===== config.mk =====
export PLATFORM = sky130hd
export DESIGN_NAME = wb_byte_bridge
export DESIGN_NICKNAME = d
export VERILOG_FILES = /design/src/rtl/ft_mcs_pkg.sv /design/src/rtl/wb_master_single.sv /design/src/rtl/wb_byte_bridge.sv
export SDC_FILE = /design/constraint.sdc
export NUM_CORES = 1
export LEC_CHECK = 0
export CORE_ASPECT_RATIO = 0.5
export CORE_MARGIN = 4
export CORE_UTILIZATION = 28
export DETAILED_ROUTE_END_ITERATION = 10
export PLACE_DENSITY = 0.57
export SYNTH_ARGS = -nofsm -noshare
export SYNTH_HDL_FRONTEND = slang
export SYNTH_SLANG_ARGS = --single-unit

===== constraint.sdc =====
create_clock -name CLK -period 2.1 [get_ports CLK]
set_input_delay 0.21 -clock CLK [delete_from_list [all_inputs] [get_ports CLK]]
set_output_delay 0.21 -clock CLK [all_outputs]
set_load 0.01 [all_outputs]

===== src/rtl/ft_mcs_pkg.sv =====
// Shared types and codes for the host-link MMIO bridge.
package ft_mcs_pkg;

  // Host command bytes
  localparam logic [7:0] CMD_WR = 8'h57;
  localparam logic [7:0] CMD_RD = 8'h52;

  // Response status bytes
  localparam logic [7:0] ST_ACK = 8'h06;
  localparam logic [7:0] ST_TMO = 8'h15;
  localparam logic [7:0] ST_BAD = 8'h3F;

  // Data bytes following the status byte on a read response
  localparam int unsigned RESP_RD_BYTES = 4;

  typedef enum logic [2:0] {
    CMD,
    ADDR,
    DATA,
    BUS,
    RESP
  } state_t;

  // Single-beat bus request handed from the parser to the cycle engine
  typedef struct packed {
    logic        we;
    logic [31:0] adr;
    logic [31:0] dat;
  } wb_req_t;

endpackage


===== src/rtl/wb_master_single.sv =====
// Single-beat Wishbone classic cycle engine with an ACK timeout.
module wb_master_single
  import ft_mcs_pkg::*;
#(
  parameter int unsigned ADDR_WIDTH     = 32,
  parameter int unsigned DATA_WIDTH     = 32,
  parameter int unsigned TIMEOUT_CYCLES = 1024
) (
  input  logic                  CLK,
  input  logic                  RST,
  input  logic                  start_i,
  input  wb_req_t               req_i,
  output logic                  done_c_o,
  output logic                  timeout_c_o,
  output logic [DATA_WIDTH-1:0] rdata_c_o,
  output logic                  wb_cyc_o,
  output logic                  wb_stb_o,
  output logic                  wb_we_o,
  output logic [ADDR_WIDTH-1:0] wb_adr_o,
  output logic [DATA_WIDTH-1:0] wb_dat_o,
  input  logic [DATA_WIDTH-1:0] wb_dat_i,
  input  logic                  wb_ack_i
);

  localparam int unsigned TMO_W = $clog2(TIMEOUT_CYCLES) + 1;

  logic                  cyc_q;
  logic                  we_q;
  logic [ADDR_WIDTH-1:0] adr_q;
  logic [DATA_WIDTH-1:0] dat_q;
  logic [TMO_W-1:0]      tmo_q;
  logic                  tmo_hit_c;

  // ACK takes priority over a coincident timeout
  assign tmo_hit_c   = (tmo_q == TMO_W'(TIMEOUT_CYCLES - 1));
  assign done_c_o    = cyc_q & wb_ack_i;
  assign timeout_c_o = cyc_q & ~wb_ack_i & tmo_hit_c;
  assign rdata_c_o   = wb_dat_i;

  assign wb_cyc_o = cyc_q;
  assign wb_stb_o = cyc_q;
  assign wb_we_o  = we_q;
  assign wb_adr_o = adr_q;
  assign wb_dat_o = dat_q;

  // Launch on start, hold until ACK or timeout; counter clears on launch
  always_ff @(posedge CLK or negedge RST) begin
    if (!RST) begin
      cyc_q <= 1'b0;
      we_q  <= 1'b0;
      adr_q <= '0;
      dat_q <= '0;
      tmo_q <= '0;
    end else if (start_i) begin
      cyc_q <= 1'b1;
      we_q  <= req_i.we;
      adr_q <= ADDR_WIDTH'(req_i.adr);
      dat_q <= DATA_WIDTH'(req_i.dat);
      tmo_q <= '0;
    end else if (cyc_q) begin
      if (done_c_o || timeout_c_o) begin
        cyc_q <= 1'b0;
      end
      tmo_q <= tmo_q + TMO_W'(1);
    end
  end

endmodule


===== src/rtl/wb_byte_bridge.sv =====
// Byte-stream command parser driving single-beat Wishbone cycles, with byte responses.
module wb_byte_bridge
  import ft_mcs_pkg::*;
#(
  parameter int unsigned ADDR_WIDTH     = 32,
  parameter int unsigned DATA_WIDTH     = 32,
  parameter int unsigned TIMEOUT_CYCLES = 1024
) (
  input  logic                  CLK,
  input  logic                  RST,
  input  logic [7:0]            rx_data,
  input  logic                  rx_valid,
  output logic                  rx_ready,
  output logic [7:0]            tx_data,
  output logic                  tx_valid,
  input  logic                  tx_ready,
  output logic                  wb_cyc,
  output logic                  wb_stb,
  output logic                  wb_we,
  output logic [ADDR_WIDTH-1:0] wb_adr,
  output logic [DATA_WIDTH-1:0] wb_dat_o,
  input  logic [DATA_WIDTH-1:0] wb_dat_i,
  input  logic                  wb_ack,
  output logic                  busy
);

  state_t                state_q, state_d;
  logic [1:0]            cnt_q, cnt_d;
  logic                  we_q, we_d;
  logic [31:0]           addr_q, addr_d;
  logic [31:0]           wdata_q, wdata_d;
  logic [31:0]           resp_q, resp_d;
  logic [2:0]            left_q, left_d;
  logic [7:0]            tx_data_q, tx_data_d;
  logic                  tx_valid_q, tx_valid_d;
  logic                  rx_ready_q, rx_ready_d;
  logic                  busy_q, busy_d;
  logic                  rx_fire_c;
  logic                  start_c;
  logic                  done_c;
  logic                  timeout_c;
  logic [DATA_WIDTH-1:0] rdata_c;
  wb_req_t               req_c;

  assign rx_fire_c = rx_valid & rx_ready_q;
  assign req_c     = '{we: we_q, adr: addr_d, dat: wdata_d};

  assign rx_ready = rx_ready_q;
  assign tx_data  = tx_data_q;
  assign tx_valid = tx_valid_q;
  assign busy     = busy_q;

  wb_master_single #(
    .ADDR_WIDTH    (ADDR_WIDTH),
    .DATA_WIDTH    (DATA_WIDTH),
    .TIMEOUT_CYCLES(TIMEOUT_CYCLES)
  ) u_wb_master (
    .CLK        (CLK),
    .RST        (RST),
    .start_i    (start_c),
    .req_i      (req_c),
    .done_c_o   (done_c),
    .timeout_c_o(timeout_c),
    .rdata_c_o  (rdata_c),
    .wb_cyc_o   (wb_cyc),
    .wb_stb_o   (wb_stb),
    .wb_we_o    (wb_we),
    .wb_adr_o   (wb_adr),
    .wb_dat_o   (wb_dat_o),
    .wb_dat_i   (wb_dat_i),
    .wb_ack_i   (wb_ack)
  );

  // State and registered outputs
  always_ff @(posedge CLK or negedge RST) begin
    if (!RST) begin
      state_q    <= CMD;
      cnt_q      <= '0;
      we_q       <= 1'b0;
      addr_q     <= '0;
      wdata_q    <= '0;
      resp_q     <= '0;
      left_q     <= '0;
      tx_data_q  <= '0;
      tx_valid_q <= 1'b0;
      rx_ready_q <= 1'b0;
      busy_q     <= 1'b0;
    end else begin
      state_q    <= state_d;
      cnt_q      <= cnt_d;
      we_q       <= we_d;
      addr_q     <= addr_d;
      wdata_q    <= wdata_d;
      resp_q     <= resp_d;
      left_q     <= left_d;
      tx_data_q  <= tx_data_d;
      tx_valid_q <= tx_valid_d;
      rx_ready_q <= rx_ready_d;
      busy_q     <= busy_d;
    end
  end

  // Packet parser, bus launch and response sequencing
  always_comb begin
    state_d    = state_q;
    cnt_d      = cnt_q;
    we_d       = we_q;
    addr_d     = addr_q;
    wdata_d    = wdata_q;
    resp_d     = resp_q;
    left_d     = left_q;
    tx_data_d  = tx_data_q;
    tx_valid_d = tx_valid_q;
    start_c    = 1'b0;

    unique case (state_q)
      CMD: begin
        cnt_d = '0;
        if (rx_fire_c) begin
          if (rx_data == CMD_WR) begin
            we_d    = 1'b1;
            state_d = ADDR;
          end else if (rx_data == CMD_RD) begin
            we_d    = 1'b0;
            state_d = ADDR;
          end else begin
            tx_data_d  = ST_BAD;
            tx_valid_d = 1'b1;
            left_d     = '0;
            state_d    = RESP;
          end
        end
      end
      ADDR: begin
        if (rx_fire_c) begin
          addr_d = {addr_q[23:0], rx_data};
          cnt_d  = cnt_q + 2'd1;
          if (cnt_q == 2'd3) begin
            if (we_q) begin
              state_d = DATA;
            end else begin
              state_d = BUS;
              start_c = 1'b1;
            end
          end
        end
      end
      DATA: begin
        if (rx_fire_c) begin
          wdata_d = {wdata_q[23:0], rx_data};
          cnt_d   = cnt_q + 2'd1;
          if (cnt_q == 2'd3) begin
            state_d = BUS;
            start_c = 1'b1;
          end
        end
      end
      BUS: begin
        if (done_c || timeout_c) begin
          tx_data_d  = done_c ? ST_ACK : ST_TMO;
          tx_valid_d = 1'b1;
          resp_d     = (done_c && !we_q) ? 32'(rdata_c) : 32'h0;
          left_d     = we_q ? 3'd0 : 3'(RESP_RD_BYTES);
          state_d    = RESP;
        end
      end
      RESP: begin
        if (tx_ready) begin
          if (left_q == 3'd0) begin
            tx_valid_d = 1'b0;
            state_d    = CMD;
          end else begin
            tx_data_d = resp_q[31:24];
            resp_d    = {resp_q[23:0], 8'h00};
            left_d    = left_q - 3'd1;
          end
        end
      end
      default: state_d = CMD;
    endcase

    rx_ready_d = (state_d == CMD) || (state_d == ADDR) || (state_d == DATA);
    busy_d     = (state_d != CMD);
  end

endmodule

---- Yosys cells after proc, flatten, opt, wreduce, memory -nomap -nowiden ----
Cells that the tools add are included.
storage, ports and cells
  register bits after elaboration ......... 193
  bits in latches ......................... 0
  bits in writable memories ............... 0
  ROM bits ................................ 0
  input bits .............................. 45
  output and inout port bits .............. 78
  memories ................................ 0
operators by class
  add/subtract/negate cells ............... 3
  $mul .................................... 0
  divide/modulo/power cells ............... 0
  order comparisons ....................... 0
  equal/unequal tests ..................... 18
  shifts and indexed selects .............. 0
  mux-type cells .......................... 59
  bitwise gates (word level) .............. 5
  reductions and logical operators ........ 20
operators with widths
  kind                                                               number
  32-bit 2-to-1 mux                                                  8
  32-bit one-hot mux with 2 select lines                             1
  3-bit 2-to-1 mux                                                   17
  8-bit 2-to-1 mux                                                   6
  8-bit one-hot mux with 3 select lines                              1
  11-bit 2-to-1 mux                                                  2
  1-bit 2-to-1 mux                                                   17
  8-bit by 7-bit == test with 1-bit output, second input constant    2
  3-bit one-hot mux with 5 select lines                              1
  2-bit != test, second input constant                               7
  7-bit AND reduction                                                2
  11-bit by 1-bit adder with 11-bit output, second input constant    1
  11-bit by 10-bit == test with 1-bit output, second input constant  1
  3-bit by 2-bit == test with 1-bit output, second input constant    3
  3-bit logical NOT                                                  3
  3-bit one-hot mux with 3 select lines                              1
  2-bit nonzero test                                                 4
  3-bit by 1-bit == test with 1-bit output, second input constant    2
  3-bit nonzero test                                                 2
  5-bit 2-to-1 mux                                                   1
  1-bit AND                                                          4
  2-bit one-hot mux with 2 select lines                              1
  4-bit AND reduction                                                1
  3-bit == test, second input constant                               1
  14 further kinds                                                   16

---- Longest topological paths before layout ----
  depth after elaboration ................. 9
  mapped depth ............................ 9
  mapped depth without buffers ............ 7

---- By module ----
A second synthesis with hierarchy kept.
unflattened totals
  cells, all modules ...................... 657
  area, all modules ....................... 8257.9 µm²
modules (own cells, without submodules)
  module            instances  cells an instance  area an instance (µm²)  sequential area each (µm²)
  wb_byte_bridge    1          426                5003.5                  2902.8
  wb_master_single  1          231                3254.4                  1926.8

---- Worst setup path after synthesis ----
Ideal clock, no wire load.
  path type ............................... register to register
  start ................................... register u_wb_master.tmo_q[0]
  end ..................................... register resp_q[6]
  arrival time ............................ 1.840 ns
  setup slack ............................. 0.141 ns
  stages on the path, launching flop included .. 9
  path buffers ............................ 2
  period minus slack after synthesis ...... 1.959 ns
  cell sequence ........................... dfrtp_1 > ha_1 > nand4_4 > or4_4 > buf_6 > a21o_4 > buf_12 > nand3_1 > o21ai_2
on the way
  longest elaborated chain between the ends .. 5
ends and longest elaborated chain
  what                                        line                    source
  start: declaration                          wb_master_single.sv:31  logic [TMO_W-1:0] tmo_q;
  start signal: assignment                    wb_master_single.sv:64  tmo_q <= tmo_q + TMO_W'(1);
  11-bit by 10-bit == test with 1-bit output  wb_master_single.sv:35  assign tmo_hit_c = (tmo_q == TMO_W'(TIMEOUT_CYCLES - 1));
  1-bit AND                                   wb_master_single.sv:37  assign timeout_c_o = cyc_q & ~wb_ack_i & tmo_hit_c;
  1-bit logical OR                            wb_byte_bridge.sv:159   if (done_c || timeout_c) begin
  2-bit != test (no source line)              n/a
  4-bit AND reduction (no source line)        n/a
  end signal: assignment                      wb_byte_bridge.sv:94    resp_q <= resp_d;
  end: declaration                            wb_byte_bridge.sv:32    logic [31:0] resp_q, resp_d;
Every way passes these cells.
A chain may end at the register's enable or synchronous reset.

---- Final worst setup path ----
  start ................................... register u_wb_master.tmo_q[0]
  end ..................................... register tx_valid_q, in the netlist tx_valid
on the way
  longest elaborated chain between the ends .. 5
ends and longest elaborated chain
  what                                        line                    source
  11-bit by 10-bit == test with 1-bit output  wb_master_single.sv:35
  1-bit AND                                   wb_master_single.sv:37
  1-bit logical OR                            wb_byte_bridge.sv:159
  2-bit != test (no source line)              n/a
  7-bit AND reduction (no source line)        n/a
  end signal: assignment                      wb_byte_bridge.sv:97    tx_valid_q <= tx_valid_d;
  end: declaration                            wb_byte_bridge.sv:35    logic tx_valid_q, tx_valid_d;
Every way passes these cells.

==> results_dict.tcl <==
set metrics [dict create \
    clkTransAtPathRegs_ns 0.07 \
    relSlewSlack_pct 67.5 \
    placed_area_sq_mm 0.00988 \
    finalSetupViolations 0 \
    place_hpwl_mm 13.5 \
    ant_nets 0 \
    num_vias 5668 \
    peakVddDrop_uv 539 \
    whs_ns 0.283 \
    drcViolationCount 0 \
    n_fill_cell 2744 \
    dr.pass1.iters 5 \
    io_pins 123 \
    fin_area_sq_mm 0.0105 \
    overflow 0 \
    detail_route.wl_per_cell_microns 15.1 \
    syn2layout_area_growth_pct 31.4 \
    start_util_pct 28.7 \
    synth-edff-count 0 \
    dieArea_sq_mm 0.0315 \
    async_reset_ff_share_pct 100 \
    met1Wirelength_mm 8.59 \
    cts_root_buffer "clkbuf_16" \
    cp-end-kind "flip-flop" \
    worst_pin_slew_ns 0.486 \
    ys_seq_area_share_pct 60.3 \
    post-place-ws_ns -0.0443 \
    cp.required_ns 2.40 \
    grt_max_degree 64 \
    synth_ff_type "dfrtp_1" \
    top_layer_used "met4" \
    path_max_fanout 6 \
    portBuffers 122 \
    wl_met2_mm 9.69 \
    start_kind "flip-flop" \
    antenna_found_initial 1 \
    slew_violations 0 \
    syn_nets 782 \
    cts_made_buffers 17 \
    syn_inst 733 \
    cts_tree "yes" \
    vias_per_cell 4.48 \
    fin_crit_sh_pct 94.0 \
    fin_skew_ns 0.00963 \
    p_leak_nw 4.91 \
    ys_ff_latch 193 \
    wl_met3_microns 486 \
    critPathKind "reg2reg" \
    syn_avg_cell_area_sq_um 10.9 \
    synth_cell_types 53 \
    worst_slack_ns 0.126 \
    grt_setup_unrepaired "false" \
    fmax_mhz 507 \
    fin_crit_ns 1.97 \
    htreeDepth 4 \
    clk_latency_ns 0.43 \
    powerDensity_mw_per_mm2 914 \
    wl_mm 19.1 \
    synth_warnings 0 \
    syn-cell-area_sq_mm 0.00801 \
    clock_path_buffers 2 \
    drt-initial-drc-count 378 \
    cap_violations 0 \
    layout_common_cells "213 x nand2_1, 193 x dfrtp_1, 121 x clkdlybuf4s50_1" \
    die_h_microns 128 \
    r2r_setup_slack_ns 0.13 \
    design.core.area_sq_mm 0.0279 \
    finalHoldViolations 0 \
    grt_pass1_wl_mm 31.5 \
    grtUsageTotal_pct 12.5 \
    grt_pass1_vias 5850 \
    arrival_ns 2.27 \
    hold_class "in2async" \
    cts.sinks 193 \
    drive_gt1_share_pct 18.1 \
    status "complete, no violations" \
    rows 43 \
    die_width_microns 247 \
    finalNetCount 918 \
    power_mw 9.61 \
    routabilityCongestion 0.807 \
    final_common_cell "nand2_1" \
    post-route-util_pct 37.7 \
]
[cells in the mapped netlist, types with 6 or more instances]
master | instances | area, sq um
buf_2 | 20 | 100
clkbuf_1 | 9 | 33.8
a22oi_1 | 24 | 180
nand3_1 | 14 | 70.1
nand2_1 | 213 | 800
dfrtp_1 | 193 | 4830
inv_1 | 9 | 33.8
a21oi_1 | 33 | 165
nor2_1 | 47 | 176
mux2_2 | 64 | 721
xor2_1 | 6 | 52.6
o21ai_2 | 9 | 78.8
[cell families after synthesis]
group           Yosys count  synth area share [%]
mux                      68                  9.58
xor+xnor                 11                  1.20
compound gates           98                  8.34
buf+inv                  49                  3.47
simple gates            309                  16.3
fa+ha+maj                 5                 0.750
flops                   193                  60.3
[sequential cells by signal, summed over array words and instances (netlist names), 2 cells and up]
register,cells
u_wb_master.wb_dat_o,32
resp_q,32
u_wb_master.tmo_q,11
cnt_q,2
addr_q,32
state_q,3
tx_data,8
wdata_q,32
u_wb_master.wb_adr_o,32
left_q,3
[routing by layer]
| layer | vias to the layer above | track usage, % |
|---|---|---|
| met1 | 2841 | 16.3 |
| met2 | 80 | 21.5 |
| met4 | 0 | 3.60 |
| met3 | 20 | 2.33 |
| met5 | - | 0 |
| li1 | 2727 | - |
[final cells by class]
class                      count  area (sq um)  share of cell area, %
timing repair buffer         157          1620                   15.4
antenna                        1          2.50                 0.0238
clock buffer                  17           425                   4.04
tap                          382           478                   4.54
inverter                       9          33.8                  0.321
clock inverter                15           194                   1.84
multi-input combinational    491          2940                   28.0
sequential                   193          4830                   45.9
[report_power, final]
part           internal (mW)  leakage, nW  switching (mW)
logic                  0.865         2.06           0.931
clock network           1.91        0.299            1.52
registers               4.12         2.55           0.262
total                   6.90         4.91            2.71
[metrics by stage]
step | instances | TNS [ns]
final | 1265 | 0
after global placement | 1231 | -0.0178
after floorplan | 733 | 0
after detailed placement | 1231 | -0.0768
after CTS | 1264 | 0
after global routing | 1264 | 0
[worst paths after layout]
path	from	to	depth (start not counted)
max in group asynchronous	RST	u_wb_master.wb_we_o	3
max reg2reg	u_wb_master.tmo_q[0]	tx_valid	6
max	u_wb_master.tmo_q[0]	tx_valid	6
min in group CLK	wb_dat_i[3]	resp_q[3]	3
min reg2reg	u_wb_master.wb_adr_o[11]	u_wb_master.wb_adr_o[11]	2
min	RST	u_wb_master.wb_dat_o[7]	2
[worst max-delay path, cell delays in order, from the launching register on]
cell     delay, ns
dfrtp_1       0.41
ha_2          0.23
nand4_4       0.10
or4_4         0.52
and2_1        0.23
o31ai_1       0.25
o31ai_1       0.10
[timing repair]
item / 4_1_cts / 5_1_grt
setup endpoints to repair: 0 / 22
buffers inserted: 0 / 0
gates resized for setup: 0 / 1
endpoints found under the hold margin: 49 / 0
hold buffers: 1 / 0
Power figures use the tool's default switching activity.
